===== src/rtl/mole_round_ctrl.sv =====
// mole_round_ctrl: LFSR mole pick, guess/timeout judging, score and miss tracking; define MOLE_NO_REPEAT_EN to forbid back-to-back repeated holes
module mole_round_ctrl #(
  parameter int unsigned ROUND_TICKS = 50000000,
  parameter int unsigned COOLDOWN_TICKS = 25000000,
  parameter int unsigned MAX_MISSES = 3,
  parameter logic [7:0] LFSR_SEED = 8'hA5
) (
  input  logic       i_clk,
  input  logic       i_rst,
  input  logic       i_start,
  input  logic       i_guess_valid,
  input  logic [2:0] i_guess,
  output logic [2:0] o_mole_position,
  output logic [2:0] o_user_guess,
  output logic       o_user_right,
  output logic       o_user_wrong,
  output logic       o_timeout,
  output logic [7:0] o_score,
  output logic [3:0] o_misses,
  output logic       o_game_over
);
  localparam int unsigned TMAX = ROUND_TICKS > COOLDOWN_TICKS ? ROUND_TICKS : COOLDOWN_TICKS;
  localparam int TW = $clog2(TMAX);
  localparam logic [7:0] SEED = LFSR_SEED == 8'h00 ? 8'h01 : LFSR_SEED;
  typedef enum logic [2:0] {IDLE, ARM, WAIT_GUESS, COOLDOWN, GAME_OVER} state_t;
  state_t state, state_nx;
  logic [7:0] lfsr;
  logic [TW-1:0] timer;
  logic [2:0] pick;
  logic [3:0] misses_inc;
  logic start_ok, judge, hit, tmo, miss, last_miss, cd_done, timer_run;
  assign start_ok   = i_start && (state == IDLE || state == GAME_OVER);
  assign judge      = state == WAIT_GUESS && i_guess_valid;
  assign hit        = i_guess == o_mole_position;
  assign tmo        = state == WAIT_GUESS && !i_guess_valid && timer == TW'(ROUND_TICKS - 1);
  assign miss       = (judge && !hit) || tmo;
  assign misses_inc = o_misses + 4'd1;
  assign last_miss  = misses_inc == 4'(MAX_MISSES);
  assign cd_done    = timer == TW'(COOLDOWN_TICKS - 1);
  assign timer_run  = (state == WAIT_GUESS && !(judge || tmo)) || (state == COOLDOWN && !cd_done);
`ifdef MOLE_NO_REPEAT_EN
  assign pick = lfsr[2:0] == o_mole_position ? lfsr[2:0] + 3'd1 : lfsr[2:0];
`else
  assign pick = lfsr[2:0];
`endif
  always_ff @(posedge i_clk or posedge i_rst)
    if (i_rst) state <= IDLE;
    else state <= state_nx;
  always_comb begin
    state_nx = state;
    unique case (state)
      IDLE, GAME_OVER: state_nx = start_ok ? ARM : state;
      ARM:             state_nx = WAIT_GUESS;
      WAIT_GUESS:      state_nx = (judge || tmo) ? ((miss && last_miss) ? GAME_OVER : COOLDOWN) : WAIT_GUESS;
      COOLDOWN:        state_nx = cd_done ? ARM : COOLDOWN;
      default:         state_nx = IDLE;
    endcase
  end
  always_comb o_game_over = state == GAME_OVER;
  always_ff @(posedge i_clk or posedge i_rst)
    if (i_rst) begin
      lfsr            <= SEED;
      timer           <= '0;
      o_mole_position <= '0;
      o_user_guess    <= '0;
      o_user_right    <= 1'b0;
      o_user_wrong    <= 1'b0;
      o_timeout       <= 1'b0;
      o_score         <= '0;
      o_misses        <= '0;
    end else begin
      lfsr         <= {lfsr[6:0], lfsr[7] ^ lfsr[5] ^ lfsr[4] ^ lfsr[3]};
      timer        <= timer_run ? timer + TW'(1) : '0;
      o_user_right <= judge && hit;
      o_user_wrong <= miss;
      o_timeout    <= tmo;
      if (start_ok) begin
        o_score  <= '0;
        o_misses <= '0;
      end
      if (state == ARM) o_mole_position <= pick;
      if (judge) o_user_guess <= i_guess;
      if (judge && hit) o_score <= o_score + {7'd0, o_score != 8'hFF};
      if (miss) o_misses <= misses_inc;
    end
endmodule


===== config.mk =====
export PLATFORM = sky130hd
export DESIGN_NAME = mole_round_ctrl
export DESIGN_NICKNAME = d
export VERILOG_FILES = /design/src/rtl/mole_round_ctrl.sv
export SDC_FILE = /design/constraint.sdc
export NUM_CORES = 1
export LEC_CHECK = 0
export CORE_UTILIZATION = 60
export CTS_CLUSTER_SIZE = 16
export DETAILED_ROUTE_END_ITERATION = 7
export PLACE_DENSITY = 0.93
export SLEW_MARGIN = 30
export SYNTH_ARGS = -nofsm -noshare
export SYNTH_HDL_FRONTEND = slang
export SYNTH_SLANG_ARGS = --single-unit

===== constraint.sdc =====
create_clock -name i_clk -period 4.4 [get_ports i_clk]
set_input_delay 0.88 -clock i_clk [delete_from_list [all_inputs] [get_ports i_clk]]
set_output_delay 0.88 -clock i_clk [all_outputs]
set_load 0.01 [all_outputs]

==> flow_metrics.tcl <==
set metrics [dict create \
    finalHoldViolCount 0 \
    cts_root_buf "clkbuf_8" \
    grt_pass1_vias 2262 \
    fp.dieW_um 70.18 \
    die_area_um2 4925 \
    syn_inst 262 \
    ff2ff_setup_slack_ns 1.97 \
    nNetsFinal 307 \
    slew_headroom_pct 35.06 \
    arrival_ns 2.00 \
    synth_xor_area_share_pct 9.107 \
    cts_resized 0 \
    synth_cell_types 47 \
    synth_compound_area_share_pct 7.402 \
    start_util_pct 63.18 \
    grt_pass1_wl_mm 10.92 \
    postSynthAreaPerCell_um2 10.64 \
    whs_path_depth 0 \
    total_power_uw 1556 \
    final_common_cell "dfrtp_1" \
    drv_cap 0 \
    syn-num-nets 274 \
    multi_input_area_um2 1252 \
    ios 29 \
    netlist_area_um2 2789 \
    fmax_mhz 347.4 \
    die_y_um 70.18 \
    drc 0 \
    vdd_drop_max_mv 0.3893 \
    dp.final_hpwl_mm 3.980 \
    numCtsBuffers 9 \
    wl_per_cell_um 18.92 \
    cts.sinks 58 \
    tightest_slew_ns 0.9619 \
    n_antenna_cell 0 \
    async_reset_ff_share_pct 100.0 \
    synth_top_family_by_area "simple AND/OR/NAND/NOR gates" \
    p_per_area_nw_per_um2 473.2 \
    final_cell_mix "dfrtp_1, nor2_1, clkdlybuf4s50_1, xor2_1, nand2_1" \
    cp-start-kind "flop" \
    rsz0062_at_grt "no" \
    ant_nets 0 \
    path_max_fanout 9 \
    finalClockSkew_ns 0.01302 \
    gp_congestion 0.7816 \
    synthSimpleGateAreaFrac_pct 23.37 \
    grt_max_degree 39 \
    setup-tns-final_ns 0 \
    layout-drive-gt1-share_pct 12.00 \
    regArea_um2 1456 \
    gr-total-overflow 0 \
    post-cts-setup-buffer-count 0 \
    track_usage_pct 29.79 \
    worst_setup_path_end_kind "primary output" \
    yosysSeqAreaShare_pct 52.22 \
    rows 24 \
    cts_tree "built" \
    path_clk_slew_ns 0.07 \
    synth-seq-cells 58 \
    synth-edff-count 0 \
    antenna_found_initial 0 \
    viasPerCell 6.321 \
    clock_latency_ns 0.35 \
    setup_violations 0 \
    clk_path_buf_depth 2 \
    core_area_um2 4414 \
    drt-initial-drc-count 192 \
    area_delta_synth_final_pct 17.90 \
    synth_ff_type "dfrtp_1" \
    crit_type "reg2out" \
    required_ns 3.52 \
    portBuffers 28 \
    routed_wl_mm 6.659 \
    yosys_warnings 0 \
    p_leak_uw 0.001429 \
    synthMuxAreaShare_pct 2.782 \
    fin_crit_sh_pct 65.41 \
    status "finished, final reports clean" \
    synthAdderAreaFrac_pct 2.243 \
    fill_cells 266 \
    vias 2225 \
    reg2reg_depth 6 \
    cts_hold_buf 0 \
    first_pass_iters 5 \
    hold_class "reg2reg" \
    cts_max_level 3 \
    fin_crit_ns 2.878 \
    drv_slew 0 \
]
==> critical path, stage by stage (launching register included) <==
cell and delay, ns:
dfrtp_1 0.47, nor2_1 0.31, nand2_1 0.18, inv_1 0.11, clkdlybuf4s50_1 0.57
==> sequential cells by signal, indices dropped and copies added (netlist names) <==
register         flops
o_timeout            1
o_user_wrong         1
o_user_right         1
o_score              8
o_misses             4
lfsr                 8
timer               26
o_mole_position      3
state                3
o_user_guess         3
==> cell usage after synthesis, types with 3 or more instances <==
master / count / area, µm²
nand3_1: 16 / 80.08
clkbuf_1: 4 / 15.01
nand4_1: 16 / 100.1
a21oi_1: 3 / 15.01
nor3_1: 3 / 15.01
nand2_1: 19 / 71.32
xor2_1: 20 / 175.2
xnor2_1: 9 / 78.83
nor4_2: 3 / 37.54
nor2_1: 30 / 112.6
and3_1: 6 / 37.54
ha_1: 5 / 62.56
o211ai_1: 3 / 22.52
inv_1: 10 / 37.54
mux2_2: 6 / 67.56
dfrtp_1: 54 / 1351
o21ai_0: 11 / 55.05
dfstp_2: 4 / 105.1
==> final cells by class <==
| cell class | instances | area share, % |
|---|---|---|
| timing repair buffer | 29 | 8.752 |
| clock buffer | 13 | 4.528 |
| multi-input combinational | 187 | 38.09 |
| clock inverter | 3 | 1.218 |
| tap | 52 | 1.979 |
| inverter | 10 | 1.142 |
| sequential | 58 | 44.29 |
==> kinds of logic (layout without fill, tap and decap cells) <==
| group | after synthesis | in the layout |
|---|---|---|
| AOI/OAI and AO/OA | 30 | 30 |
| buffers and inverters | 17 | 55 |
| adders and majority gates | 5 | 5 |
| xor gates and xnor gates | 29 | 29 |
| muxes | 7 | 7 |
| DFF | 58 | 58 |
| and+or+nand+nor | 116 | 116 |
==> metal layers <==
layer / routed length, µm / global-route usage [%] / vias to the layer above
met3: 373 / 8.369 / 28
li1: - / - / 998
met1: 2673 / 34.80 / 1086
met4: 262 / 15.56 / 0
met2: 3349 / 49.89 / 113
met5: 0 / 0 / -
==> where the power goes <==
group	total (µW)	internal, µW	leakage, µW	switching, µW
logic	381	176	0.000563	205
clock network	487	276	0.0000974	211
registers	688	599	0.000769	89.5
==> path summary, 6_finish.rpt <==
kind	startpoint	endpoint
min in group asynchronous	i_rst	lfsr[3]
max in group asynchronous	i_rst	lfsr[7]
hold / removal	lfsr[6]	lfsr[7]
setup / recovery	state[0]	o_game_over
hold reg to reg	lfsr[6]	lfsr[7]
setup reg to reg	timer[0]	timer[17]
==> stage by stage <==
step / area [µm²] / util [%] / std cells / hold WS (ns) / worst slack [ns]
after detailed placement: 3099 / 70.21 / 336 / 0.3433 / 1.372
final: 3288 / 74.49 / 352 / 0.3537 / 1.522
after floorplan: 2789 / - / 262 / 0.3330 / 2.099
after CTS: 3288 / 74.49 / 352 / 0.3569 / 1.585
after global placement: 3099 / 70.21 / 336 / 0.3369 / 1.491
after global routing: 3288 / 74.49 / 352 / 0.3588 / 1.472
Power figures use the tool's default switching activity.
